## config.mk

```make
export PLATFORM = sky130hd
export DESIGN_NAME = match_len_accumulator
export DESIGN_NICKNAME = d
export VERILOG_FILES = /design/src/rtl/match_len_pkg.sv /design/src/rtl/match_beat_encoder.sv /design/src/rtl/match_len_accumulator.sv
export SDC_FILE = /design/constraint.sdc
export NUM_CORES = 1
export LEC_CHECK = 0
export ABC_AREA = 1
export CAP_MARGIN = 30
export CELL_PAD_IN_SITES_DETAIL_PLACEMENT = 0
export CELL_PAD_IN_SITES_GLOBAL_PLACEMENT = 1
export CORE_UTILIZATION = 30
export CTS_CLUSTER_DIAMETER = 80
export DETAILED_ROUTE_END_ITERATION = 10
export PLACE_DENSITY_LB_ADDON = 0.1
export SLEW_MARGIN = 0
export SYNTH_ARGS = -nofsm -noshare
export SYNTH_HDL_FRONTEND = slang
export SYNTH_SLANG_ARGS = --single-unit
```

## constraint.sdc

```tcl
create_clock -name clk -period 3.3 [get_ports clk]
set_input_delay 0.66 -clock clk [delete_from_list [all_inputs] [get_ports clk]]
set_output_delay 0.66 -clock clk [all_outputs]
set_load 0.02 [all_outputs]
```

## src/rtl/match_len_pkg.sv

```systemverilog
// Shared types and elaboration helpers for the match-length accumulator.
// The MATCH_LEN_ACC_MIN_FILTER_EN build option is handled in match_len_accumulator.
package match_len_pkg;

  typedef enum logic {
    IDLE  = 1'b0,
    ACCUM = 1'b1
  } acc_state_e;

  // True when a len_width-bit field can hold every value 0..max_len.
  function automatic bit len_width_ok(input int max_len, input int len_width);
    return len_width >= $clog2(max_len + 1);
  endfunction

  function automatic int beat_len_width(input int mask_width);
    return $clog2(mask_width + 1);
  endfunction

endpackage

```

## src/rtl/match_beat_encoder.sv

```systemverilog
// Reduces one byte-compare mask to the run of matching bytes starting at bit 0.
// The run length is the position of the lowest set bit of ~in_mask.
module match_beat_encoder
  import match_len_pkg::*;
#(
  parameter int MASK_WIDTH = 16,
  parameter int LEN_WIDTH  = beat_len_width(MASK_WIDTH)
) (
  input  logic [MASK_WIDTH-1:0] in_mask,
  output logic [LEN_WIDTH-1:0]  beat_len,
  output logic                  full
);

  // Scanning downward lets the lowest mismatch win the priority.
  always_comb begin
    beat_len = LEN_WIDTH'(MASK_WIDTH);
    full     = &in_mask;
    for (int i = MASK_WIDTH - 1; i >= 0; i--) begin
      if (!in_mask[i]) beat_len = LEN_WIDTH'(i);
    end
  end

endmodule

```

## src/rtl/match_len_accumulator.sv

```systemverilog
// Sums per-beat match runs for one candidate and emits a tagged, saturated length.
// Define MATCH_LEN_ACC_MIN_FILTER_EN to drop results shorter than MIN_MATCH_LEN.
module match_len_accumulator
  import match_len_pkg::*;
#(
  parameter int MASK_WIDTH      = 16,
  parameter int MAX_MATCH_LEN   = 258,
  parameter int MATCH_LEN_WIDTH = 9,
  parameter int TAG_WIDTH       = 8,
  parameter int MIN_MATCH_LEN   = 3
) (
  input  logic                       clk,
  input  logic                       rst_n,
  input  logic                       in_valid,
  output logic                       in_ready,
  input  logic [MASK_WIDTH-1:0]      in_mask,
  input  logic                       in_first,
  input  logic                       in_last,
  input  logic [TAG_WIDTH-1:0]       in_tag,
  output logic                       out_valid,
  input  logic                       out_ready,
  output logic [MATCH_LEN_WIDTH-1:0] out_match_len,
  output logic [TAG_WIDTH-1:0]       out_tag,
  output logic                       out_truncated,
  output logic                       err_proto
);

  localparam int BEAT_W = beat_len_width(MASK_WIDTH);
  localparam int SUM_W  = MATCH_LEN_WIDTH + 1;
  localparam logic [SUM_W-1:0]           MAX_SUM = SUM_W'(MAX_MATCH_LEN);
  localparam logic [MATCH_LEN_WIDTH-1:0] MAX_LEN = MATCH_LEN_WIDTH'(MAX_MATCH_LEN);

  if (!len_width_ok(MAX_MATCH_LEN, MATCH_LEN_WIDTH)) begin : g_len_width_check
    $error("MATCH_LEN_WIDTH cannot represent MAX_MATCH_LEN");
  end
  if (MIN_MATCH_LEN > MAX_MATCH_LEN) begin : g_min_len_check
    $error("MIN_MATCH_LEN exceeds MAX_MATCH_LEN");
  end

  acc_state_e                 state_q, state_d;
  logic [MATCH_LEN_WIDTH-1:0] acc_len_q, acc_len_d;
  logic [TAG_WIDTH-1:0]       acc_tag_q, acc_tag_d;
  logic                       out_valid_q, out_valid_d;
  logic [MATCH_LEN_WIDTH-1:0] out_len_q, out_len_d;
  logic [TAG_WIDTH-1:0]       out_tag_q, out_tag_d;
  logic                       out_trunc_q, out_trunc_d;
  logic                       err_q, err_d;

  logic [BEAT_W-1:0]          beat_len;
  logic                       full;
  logic                       accept;
  logic                       start_new;
  logic [MATCH_LEN_WIDTH-1:0] base;
  logic [SUM_W-1:0]           sum;
  logic                       sat;
  logic [MATCH_LEN_WIDTH-1:0] len_clamped;
  logic [TAG_WIDTH-1:0]       cand_tag;
  logic                       done;
  logic                       emit;

  match_beat_encoder #(
    .MASK_WIDTH (MASK_WIDTH),
    .LEN_WIDTH  (BEAT_W)
  ) u_encoder (
    .in_mask  (in_mask),
    .beat_len (beat_len),
    .full     (full)
  );

  assign in_ready      = !out_valid_q || out_ready;
  assign out_valid     = out_valid_q;
  assign out_match_len = out_len_q;
  assign out_tag       = out_tag_q;
  assign out_truncated = out_trunc_q;
  assign err_proto     = err_q;

  // A beat seen in IDLE always opens a candidate, whether or not it is flagged first.
  always_comb begin
    accept      = in_valid && in_ready;
    start_new   = in_first || (state_q == IDLE);
    base        = start_new ? '0 : acc_len_q;
    sum         = SUM_W'(base) + SUM_W'(beat_len);
    sat         = sum >= MAX_SUM;
    len_clamped = sat ? MAX_LEN : sum[MATCH_LEN_WIDTH-1:0];
    cand_tag    = start_new ? in_tag : acc_tag_q;
    done        = !full || in_last || sat;
`ifdef MATCH_LEN_ACC_MIN_FILTER_EN
    emit        = len_clamped >= MATCH_LEN_WIDTH'(MIN_MATCH_LEN);
`else
    emit        = 1'b1;
`endif

    state_d     = state_q;
    acc_len_d   = acc_len_q;
    acc_tag_d   = acc_tag_q;
    out_valid_d = out_valid_q && !out_ready;
    out_len_d   = out_len_q;
    out_tag_d   = out_tag_q;
    out_trunc_d = out_trunc_q;
    err_d       = err_q;

    if (accept) begin
      if ((in_first && state_q == ACCUM) || (!in_first && state_q == IDLE)) begin
        err_d = 1'b1;
      end
      if (done) begin
        state_d   = IDLE;
        acc_len_d = '0;
        if (emit) begin
          out_valid_d = 1'b1;
          out_len_d   = len_clamped;
          out_tag_d   = cand_tag;
          out_trunc_d = sat;
        end
      end else begin
        state_d   = ACCUM;
        acc_len_d = sum[MATCH_LEN_WIDTH-1:0];
        acc_tag_d = cand_tag;
      end
    end
  end

  always_ff @(posedge clk or negedge rst_n) begin
    if (!rst_n) begin
      state_q     <= IDLE;
      acc_len_q   <= '0;
      acc_tag_q   <= '0;
      out_valid_q <= 1'b0;
      out_len_q   <= '0;
      out_tag_q   <= '0;
      out_trunc_q <= 1'b0;
      err_q       <= 1'b0;
    end else begin
      state_q     <= state_d;
      acc_len_q   <= acc_len_d;
      acc_tag_q   <= acc_tag_d;
      out_valid_q <= out_valid_d;
      out_len_q   <= out_len_d;
      out_tag_q   <= out_tag_d;
      out_trunc_q <= out_trunc_d;
      err_q       <= err_d;
    end
  end

endmodule
```

Yosys cells after proc, flatten, opt, wreduce, memory -nomap -nowiden
Index checks and enable logic that the tools add are counted. Widths: inputs -> output; s select.

Bits in registers: 38. Output and inout bits: 21.

Add/subtract/negate cells: 1. Multiplexer cells: 23. Reductions and logical operators: 17. Magnitude comparators: 1. Bitwise logic cells: 2.

Operators with widths (number): $mux 5 (16); $mux 9 (3); $reduce_and 16->1 (1); $add 9x5->10 (1); $ge 10x9->1 const B (1); $mux 8 (1); $reduce_and 2->1 (3); $logic_or 1x1->1 (5); $logic_and 1x1->1 (4); $logic_not 1->1 (4); $mux 1 (3); $not 1->1 (2).

Longest topological paths before layout
Gate-level depths: netlist of the first run.

Depth in word-level cells: 21. Gate-level depth with buffers: 30. Depth with buffers taken out: 30.

By module
Synthesis of the first run repeated with hierarchy kept, for this count alone.

Cells, all modules: 317. Area total of the unflattened synthesis: 2368.5 µm².

Modules (own cells, without submodules): match_len_accumulator (cells an instance 278, instances 1, area each 2199.6 µm², seq. area each 950.9 µm²); match_beat_encoder (cells an instance 39, instances 1, area each 168.9 µm², seq. area each 0.0 µm²).

Least setup slack after synthesis of the first run
Ideal clock, no wire load.

Kind: input-to-reg. Start point: input in_first. End point: register out_len_q[1] (netlist: out_match_len[1]). Data required time: 3.183 ns. Stages: 18. Path slack: 0.238 ns. Setup time: 0.117 ns. Buffers on the path: 3. Arrival: 2.945 ns. Path through: inv_1 ha_1 buf_6 clkbuf_1 nand2_1 inv_1 ha_1 fa_1 xor2_1 nor2_1 nand3_1 nor2_4 nand3_2 nand2_2 nand3_2 buf_2 nand3_1 nand2_1.

Word-level cells in the longest chain between the ends: 6.

Ends and longest elaborated chain: from (decl) (RTL line match_len_accumulator.sv:17) `input logic in_first,`; $logic_or 1x1->1 (*) (RTL line match_len_accumulator.sv:80) `start_new = in_first || (state_q == IDLE);`; $mux 9 (*) (RTL line match_len_accumulator.sv:81) `base = start_new ? '0 : acc_len_q;`; $add 9x5->10 (*) (RTL line match_len_accumulator.sv:82) `sum = SUM_W'(base) + SUM_W'(beat_len);`; $ge 10x9->1 (RTL line match_len_accumulator.sv:83) `sat = sum >= MAX_SUM;`; $logic_or 1x1->1 (RTL line match_len_accumulator.sv:86) `done = !full || in_last || sat;`; $reduce_and 2->1 (no line); to (signal assigned) (RTL line match_len_accumulator.sv:138) `out_len_q <= out_len_d;`; to (decl) (RTL line match_len_accumulator.sv:44) `logic [MATCH_LEN_WIDTH-1:0] out_len_q, out_len_d;`.

Mark *: on every way between the ends. The rest lies on a longest branch, timed or not. A chain may end at the register's enable or synchronous reset.

Final worst setup path of the first run
Start point: input in_mask[3]. End point: register acc_tag_q[6].

Word-level cells in the longest chain between the ends: 9.

Ends and longest elaborated chain: from (decl) (RTL line match_len_accumulator.sv:16) `input logic [MASK_WIDTH-1:0] in_mask,`; $mux 5 (4 in series) (RTL line match_beat_encoder.sv:19) `if (!in_mask[i]) beat_len = LEN_WIDTH'(i);`; $add 9x5->10 (RTL line match_len_accumulator.sv:82); $ge 10x9->1 (RTL line match_len_accumulator.sv:83); $logic_or 1x1->1 (*) (RTL line match_len_accumulator.sv:86); $not 1->1 (no line) (*); $reduce_and 2->1 (no line) (*); to (signal assigned) (RTL line match_len_accumulator.sv:136) `acc_tag_q <= acc_tag_d;`; to (decl) (RTL line match_len_accumulator.sv:42) `logic [TAG_WIDTH-1:0] acc_tag_q, acc_tag_d;`.

Marks and branches as above.

==> flow_summary.yaml, run 1 <==
die:
  core_area_um2: 7410
  start_util: 0.319
  die_h_um: 90.7
  die_w_um: 90.7
  pin_count: 51
  fp-row-count: 31
  die_area_um2: 8220
yosys:
  synthCells: 312
  synthTopCellsByArea: "dfrtp_1 40%, nand2_1 20%, nand4_1 7.4%"
  synth.avg_cell_area_um2: 7.56
  yosysTopAreaCell: "dfrtp_1"
  ys_ff_latch: 38
  synth.distinct_cells: 29
  syn_area_um2: 2360
  syn_nets: 349
  yosys.area.top_type_share: 0.403
  yosys_warnings: 0
  ys_seq_area_frac: 0.403
final_layout:
  syn_to_final_growth_pct: 50.7
  final_area_um2: 3560
  layout.nets: 441
  drive_gt1_frac: 0.282
  final_cells: 503
  utilization: 0.480
  diodes: 0
global_route:
  grt_max_degree: 39
  grt_pass1_vias: 2329
  antenna_found_initial: 0
  grt_pass1_wl_mm: 11.1
  grt_usage: 0.168
  gr-total-overflow: 0
clock_tree:
  cts.clk_slew.worst_paths_ns: 0.07
  clk_latency_ns: 0.29
  cts_tree: "yes"
  cts_made_buffers: 5
  clockBufferDepth: 2
  root_buffer: "clkbuf_8"
  cts.sinks: 38
  h-tree-depth: 2
placement:
  port_buffers: 50
  gp_congestion: 0.794
  dp_cells: 479
  dpl_cell_area_um2: 3140
  dpl.hpwl_mm: 4.48
run:
  maxCapViolCount: 0
power_and_ir_drop:
  internal-power_mw: 0.724
  leakage_nw: 1.90
  comb_power_share: 0.203
  power_density_nw_per_um2: 281
  clkPwrFrac: 0.305
  switchingPower_mw: 0.276
  finalPower_mw: 1.00
  swShare: 0.276
  seqPwrFrac: 0.493
  irDropWorstVdd_mv: 0.222
timing:
  fin_skew_ns: 0.00598
  final_hold_viol_count: 0
  period_needed_ns: 3.18
  grt_setup_unrepaired: "yes"
  slew_viol_final: 0
  final-setup-viol-count: 0
  fin_crit_sh: 0.963
  holdWs_ns: 0.470
  slew_headroom: 0.426
  clock.fmax_mhz: 315
  timing_worst_slew_pin_value_ns: 0.861
setup_path:
  crit_arrival_ns: 3.36
  startpoint: "in_mask[3]"
  crit_path_end_kind: "flop"
  startpoint_type: "primary input"
  worstSetupPathType: "in -> reg"
  required_ns: 3.48
  path_max_fanout: 5
  r2r-start: "state_q"
worst_hold_path:
  hold_path_class: "in -> async"
route:
  final_antenna_net_count: 0
  drc: 0
  route.vias.total: 2362
  drtIter0Drc: 82
  drt_wl_total_mm: 6.62
  wl_per_cell_um: 13.2
  drt-pass1-iter-count: 4
  viasPerCell: 4.70
outcome:
  outcome: "completed"
layer usage:
metal,vias up,GRT usage,wire length [um]
met4,0,0.0323,46
met3,5,0.0261,196
met1,1098,0.231,3340
li1,1208,-,-
met5,-,0,0
met2,51,0.277,3040
kinds of logic after synthesis:
logic type,synth area share
compound gates,0.0212
buf+inv,0.0779
xor+xnor,0.00371
fa+ha+maj,0.0403
simple gates,0.416
mux,0.0382
flops,0.403
flip-flops by register name (all words and copies together) (netlist names):
register	count
out_tag	8
out_truncated	1
out_match_len	9
err_proto	1
acc_len_q	9
state_q	1
out_valid	1
acc_tag_q	8
layout by cell type (no fill, tap or decap), types with 2 or more instances in the layout:
| cell type | Yosys | final |
|---|---|---|
| nand2_1 | 124 | 113 |
| clkdlybuf4s50_1 | 0 | 41 |
| dfrtp_1 | 38 | 38 |
| buf_4 | 0 | 36 |
| nand4_1 | 28 | 28 |
| inv_1 | 24 | 22 |
| nand3_1 | 26 | 22 |
| nand2_2 | 7 | 17 |
| nor2_1 | 12 | 9 |
| mux2_2 | 8 | 8 |
| nand3_2 | 3 | 7 |
| inv_2 | 3 | 5 |
| clkbuf_8 | 0 | 5 |
| buf_6 | 4 | 4 |
| nor2_2 | 0 | 3 |
| a21oi_1 | 5 | 3 |
| clkinv_2 | 1 | 3 |
| dlygate4sd2_1 | 0 | 3 |
| buf_12 | 0 | 3 |
| a21oi_2 | 0 | 2 |
| or2_1 | 2 | 2 |
| nand2_4 | 2 | 2 |
| nand3_4 | 1 | 2 |
| ha_1 | 6 | 2 |
| ha_4 | 0 | 2 |
| ha_2 | 0 | 2 |
| buf_16 | 0 | 2 |
| clkbuf_2 | 0 | 2 |
area by class of cell:
type / instances / area (um2)
repair buffers: 95 / 920
flip-flops and latches: 38 / 951
multi-input cells: 235 / 1370
well taps: 99 / 124
clock inverters: 2 / 10.0
inverters: 29 / 110
fillers: 765 / 3850
clock buffers: 5 / 68.8
cell usage after synthesis:
library cell	instances
nand2_1	124
dfrtp_1	38
nand4_1	28
nand3_1	26
inv_1	24
nor2_1	12
mux2_2	8
nand2_2	7
ha_1	6
a21oi_1	5
clkbuf_1	5
buf_6	4
inv_2	3
nand3_2	3
buf_2	2
nand2_4	2
o21ai_0	2
or2_1	2
a31o_2	1
a31oi_1	1
clkinv_1	1
clkinv_2	1
fa_1	1
nand3_4	1
nand4_2	1
nor2_4	1
nor3_1	1
nor3_2	1
xor2_1	1
stage by stage:
stage,setup slack [ns],setup TNS [ns]
2_1_floorplan,0.238,0
3_3_place_gp,-0.450,-15.34
3_5_place_dp,-0.481,-16.43
4_1_cts,0.00756,0
5_1_grt,-0.136,-1.83
6_report,0.121,0
timing repair:
action,CTS,global route
buffers inserted,9,6
resized for setup,29,30
hold buffers,0,0
setup endpoints to repair,37,37
cloned,4,0
endpoints found under the hold margin,0,0
pin swaps,16,29
worst paths after layout:
check / endpoint / slack [ns] / cells after the start
hold / removal: err_proto / 0.47 / 1
setup reg to reg: acc_tag_q[6] / 0.58 / 18
min in group clk: acc_tag_q[2] / 0.47 / 2
hold reg to reg: acc_tag_q[2] / 0.47 / 2
setup / recovery: acc_tag_q[6] / 0.12 / 18
max in group asynchronous: out_tag[5] / 2.28 / 1
critical path, stage by stage:
cell             delay (ns)
clkdlybuf4s50_1        0.50
nand4_1                0.16
inv_2                  0.07
nand2_1                0.09
nor2_1                 0.23
ha_4                   0.27
or2_1                  0.23
nand4_1                0.14
buf_4                  0.12
nand3_1                0.07
nand2_2                0.13
nand4_4                0.12
nand2_4                0.09
buf_12                 0.11
buf_12                 0.10
nand3_4                0.11
nand2_1                0.12
nand2_1                0.05
power groups by stage:
stage	logic, mW	registers, mW	clock network [mW]
2_1_floorplan	0.0625	0.525	0
3_3_place_gp	0.195	0.502	0
3_5_place_dp	0.195	0.502	0
4_1_cts	0.203	0.493	0.322
5_1_grt	0.222	0.495	0.334
6_report	0.203	0.493	0.305
Note: power is estimated with default switching activity, not from simulation.
==> run 2: changes to the inputs <==
--- a/config.mk
+++ b/config.mk
@@ -9,10 +9,12 @@
 export CAP_MARGIN = 30
 export CELL_PAD_IN_SITES_DETAIL_PLACEMENT = 0
 export CELL_PAD_IN_SITES_GLOBAL_PLACEMENT = 1
+export CORE_MARGIN = 2
 export CORE_UTILIZATION = 30
 export CTS_CLUSTER_DIAMETER = 80
 export DETAILED_ROUTE_END_ITERATION = 10
 export PLACE_DENSITY_LB_ADDON = 0.1
+export SKIP_CTS_REPAIR_TIMING = 1
 export SLEW_MARGIN = 0
 export SYNTH_ARGS = -nofsm -noshare
 export SYNTH_HDL_FRONTEND = slang
==> run 2 against run 1 <==
Compared with the run above:
- fmax up 1.6%
- critical path type unchanged
- routed wire length is 0.24% higher
- via count is 2.7% lower
- core utilization fell by 2.3 points
==> flow_summary.yaml, run 2 (synthesis results as in run 1) <==
die:
  fp-row-count: 32
  core_area_um2: 7690
  die_h_um: 92.7
  start_util: 0.307
  die_w_um: 92.7
  pin_count: 51
  die_area_um2: 8590
clock_tree:
  clk_latency_ns: 0.30
  cts_tree: "yes"
  cts.sinks: 38
  clockBufferDepth: 2
  h-tree-depth: 2
  root_buffer: "clkbuf_8"
  cts.clk_slew.worst_paths_ns: 0.09
  cts_made_buffers: 5
setup_path:
  worst_path_largest_cell_delay_ns: 0.46
  crit_path_end_kind: "flop"
  crit_slowest_cell: "clkdlybuf4s50_1"
  crit_arrival_ns: 3.32
  cp_num_buf_inv: 4
  regToRegSetupSlack_ns: 0.63
  startpoint_type: "primary input"
  required_ns: 3.49
  startpoint: "in_first"
  worstSetupPathType: "in -> reg"
  cp_cell_sequence: "clkdlybuf4s50_1, inv_1, ha_1, nand2_1, inv_1, ha_2, fa_2, xor2_2, nor2_1, nand3_2, nor2_4, nand3_2, nand2_4, nand3_4, clkbuf_16, nand3_1, nand2_1"
  path_max_fanout: 5
  crit_family: "simple AND/OR/NAND/NOR gates"
  r2r-start: "state_q"
global_route:
  antenna_found_initial: 0
  grt_pass1_vias: 2245
  grt_usage: 0.158
  grt_pass1_wl_mm: 10.6
  gr-total-overflow: 0
  grt_max_degree: 39
outcome:
  outcome: "completed"
final_layout:
  n_fill_cell: 801
  syn_to_final_growth_pct: 48.9
  final_cells: 501
  utilization: 0.457
  layout_common_cells: "114 x nand2_1, 41 x clkdlybuf4s50_1, 38 x dfrtp_1"
  layout.nets: 435
  drive_gt1_frac: 0.256
  diodes: 0
  final_common_cell: "nand2_1"
timing:
  fin_skew_ns: 0.0124
  final_hold_viol_count: 0
  final-setup-viol-count: 0
  fin_crit_sh: 0.948
  grt_setup_unrepaired: "yes"
  slew_headroom: 0.411
  period_needed_ns: 3.13
  fin_ws_ns: 0.170
  clock.fmax_mhz: 320
  slew_viol_final: 0
  timing_worst_slew_pin_value_ns: 0.884
route:
  viasPerCell: 4.59
  final_antenna_net_count: 0
  drtIter0Drc: 66
  route.vias.total: 2298
  drt_wl_total_mm: 6.64
  drc: 0
  wl_per_cell_um: 13.3
  drt-pass1-iter-count: 4
power_and_ir_drop:
  irDropWorstVdd_mv: 0.196
  power_density_nw_per_um2: 296
  finalPower_mw: 1.04
  leakage_nw: 1.90
placement:
  dp_slack_ns: -0.469
  port_buffers: 50
  dp_cells: 486
  gp_congestion: 0.752
  dpl.hpwl_mm: 4.69
run:
  maxCapViolCount: 0
worst_hold_path:
  hold_path_class: "in -> async"
run 2: path summary, 6_finish.rpt:
kind	end	cells after the start
worst max-delay path	out_match_len[1]	17
worst min-delay path	acc_len_q[8]	1
worst max register to register	out_match_len[1]	15
worst min register to register	err_proto	1
max in group asynchronous	acc_len_q[2]	1
min in group clk	err_proto	1
run 2: final cells by class:
cell class	count	area (um2)	share of cell area
clock buffers	6	82.6	0.0235
clock inverters	2	12.5	0.00356
inverters	29	113	0.0321
multi-input cells	235	1360	0.387
flip-flops and latches	38	951	0.271
well taps	102	128	0.0363
repair buffers	89	866	0.246
run 2: worst register-to-register path, cell delays in order, from the launching register on:
cell and delay (ns):
dfrtp_1 0.40, ha_1 0.24, nand2_1 0.08, inv_1 0.04
ha_2 0.19, fa_2 0.41, xor2_2 0.16, nor2_1 0.14
nand3_2 0.11, nor2_4 0.16, nand3_2 0.10, nand2_4 0.10
nand3_4 0.12, clkbuf_16 0.19, nand3_1 0.07, nand2_1 0.05
run 2: power by group:
part           switching, mW  internal (mW)  leakage (nW)
clock network          0.178          0.168        0.0472
registers            0.00929          0.484         0.508
logic                  0.104         0.0977          1.35
run 2: per-layer routing:
layer | wire, um | global-route usage
met5 | 0 | 0
met4 | 62 | 0.0478
met3 | 194 | 0.0252
met2 | 3200 | 0.263
met1 | 3180 | 0.211
run 2: through the flow:
stage	cell area, um2	TNS (ns)	hold WS (ns)
floorplan	2360	0	0.364
global placement	3170	-14.77	0.452
detailed placement	3170	-16.19	0.455
CTS	3260	-4.79	0.474
global route	3510	-0.0465	0.481
finish	3510	0	0.468
==> run 3: changes to the inputs <==
--- a/config.mk
+++ b/config.mk
@@ -14,7 +14,6 @@
 export CTS_CLUSTER_DIAMETER = 80
 export DETAILED_ROUTE_END_ITERATION = 10
 export PLACE_DENSITY_LB_ADDON = 0.1
-export SKIP_CTS_REPAIR_TIMING = 1
 export SLEW_MARGIN = 0
 export SYNTH_ARGS = -nofsm -noshare
 export SYNTH_HDL_FRONTEND = slang
==> run 3 against run 2 <==
Compared with the run above:
- count of clock-buffer cells in the layout is the same
- critical path type unchanged
- global-route usage is 1.2 points higher
- via count rose by 2.0%
==> flow_summary.yaml, run 3 (synthesis results as in run 1) <==
outcome:
  outcome: "completed"
route:
  route.vias.total: 2345
  drtIter0Drc: 63
  wl_per_cell_um: 13.5
  drc: 0
  viasPerCell: 4.63
  final_antenna_net_count: 0
  drt_wl_total_mm: 6.83
  drt-pass1-iter-count: 5
clock_tree:
  h-tree-depth: 2
  cts_made_buffers: 5
  root_buffer: "clkbuf_8"
  clk_latency_ns: 0.30
  clockBufferDepth: 2
  cts.clk_slew.worst_paths_ns: 0.09
  cts.sinks: 38
  cts_tree: "yes"
power_and_ir_drop:
  finalPower_mw: 1.04
  power_density_nw_per_um2: 292
  switchingPower_mw: 0.294
  irDropWorstVdd_mv: 0.198
  clkPwrFrac: 0.332
  seqPwrFrac: 0.472
  leakage_nw: 1.91
  comb_power_share: 0.196
  internal-power_mw: 0.750
  swShare: 0.281
global_route:
  grt_pass1_vias: 2332
  grt_max_degree: 39
  grt_usage: 0.169
  antenna_found_initial: 0
  grt_pass1_wl_mm: 11.2
  gr-total-overflow: 0
timing:
  timing_worst_slew_pin_value_ns: 0.872
  slew_viol_final: 0
  slew_headroom: 0.418
  fin_skew_ns: 0.0106
  grt_setup_unrepaired: "yes"
  fin_ws_ns: 0.202
  setup_tns_ns: 0
  clock.fmax_mhz: 323
  final-setup-viol-count: 0
  final_hold_viol_count: 0
  period_needed_ns: 3.10
  fin_crit_sh: 0.939
die:
  die_area_um2: 8590
  pin_count: 51
  fp-row-count: 32
  die_h_um: 92.7
  start_util: 0.307
  core_area_um2: 7690
  die_w_um: 92.7
final_layout:
  utilization: 0.465
  layout.nets: 441
  n_fill_cell: 796
  final_common_cell: "nand2_1"
  syn_to_final_growth_pct: 51.6
  diodes: 0
  layout_common_cells: "121 x nand2_1, 41 x clkdlybuf4s50_1, 38 x dfrtp_1"
  final_area_um2: 3580
  drive_gt1_frac: 0.254
setup_path:
  r2r-start: "state_q"
  startpoint_type: "primary input"
  crit_path_end_kind: "flop"
  path_max_fanout: 5
  worstSetupPathType: "in -> reg"
  crit_arrival_ns: 3.28
  startpoint: "in_first"
  required_ns: 3.48
placement:
  port_buffers: 50
  dpl_cell_area_um2: 3170
  gp_congestion: 0.752
  dpl.hpwl_mm: 4.69
  dp_slack_ns: -0.469
worst_hold_path:
  hold_path_class: "in -> async"
run:
  maxCapViolCount: 0
run 3: changes by cell type in the layout (fill, tap and decap cells not counted), moves of 3 or more:
| cell | delta |
|---|---|
| buf_16 | +3 |
| nand2_1 | +7 |
| dlymetal6s2s_1 | -4 |
| nand2_2 | -7 |
run 3: power groups by stage:
| stage | Clock (mW) | Combinational (mW) | Sequential (mW) |
|---|---|---|---|
| 4_1_cts | 0.357 | 0.204 | 0.493 |
| 3_3_place_gp | 0 | 0.197 | 0.502 |
| 3_5_place_dp | 0 | 0.198 | 0.502 |
| 5_1_grt | 0.378 | 0.225 | 0.495 |
| 2_1_floorplan | 0 | 0.0625 | 0.525 |
| 6_report | 0.347 | 0.204 | 0.493 |
run 3: layout make-up:
class                           count  area [um2]  share of cell area
Multi-Input combinational cell    236        1350               0.378
Timing Repair Buffer               94         940               0.263
Sequential cell                    38         951               0.266
Clock buffer                        6        82.6              0.0231
Inverter                           29         113              0.0315
Clock inverter                      2        12.5             0.00350
Tap cell                          102         128              0.0357
run 3: worst max-delay path, cell delays in order:
cell,delay (ns)
clkdlybuf4s50_1,0.46
inv_1,0.04
ha_1,0.24
buf_4,0.17
nand2_1,0.05
inv_1,0.07
fa_2,0.39
nand2_1,0.09
nand2_1,0.07
nand4_1,0.09
nand2_1,0.09
nand2_1,0.07
nand2_1,0.06
nand2_2,0.13
nor2_4,0.06
inv_4,0.07
nand2_8,0.08
buf_12,0.14
buf_12,0.12
nand4_1,0.06
nand2_1,0.07
run 3: through the flow:
stage / hold WS, ns / cells
floorplan: 0.364 / 312
global placement: 0.452 / 486
detailed placement: 0.455 / 486
CTS: 0.474 / 502
global route: 0.481 / 507
finish: 0.465 / 507
run 3: final timing paths:
path | to | slack (ns) | cells after the start
max in group asynchronous | acc_len_q[2] | 2.27 | 1
worst min-delay path | acc_len_q[8] | 0.46 | 1
worst min register to register | err_proto | 0.47 | 1
min in group clk | err_proto | 0.47 | 1
worst max register to register | acc_len_q[1] | 0.66 | 19
worst max-delay path | acc_len_q[1] | 0.20 | 21
run 3: repair_timing:
item                       CTS  global route
buffers inserted             4             4
cloned                       4             1
resized for setup           21            29
pin swaps                    8            35
setup endpoints to repair   37            37
hold buffers                 0             0
run 3: routing by layer:
layer  global-route usage  up-vias  routed length [um]
met5                    0        -                   0
met4               0.0490        0                  73
met2                0.281       48                3290
met3               0.0277        8                 251
li1                     -     1210                   -
met1                0.228     1079                3210
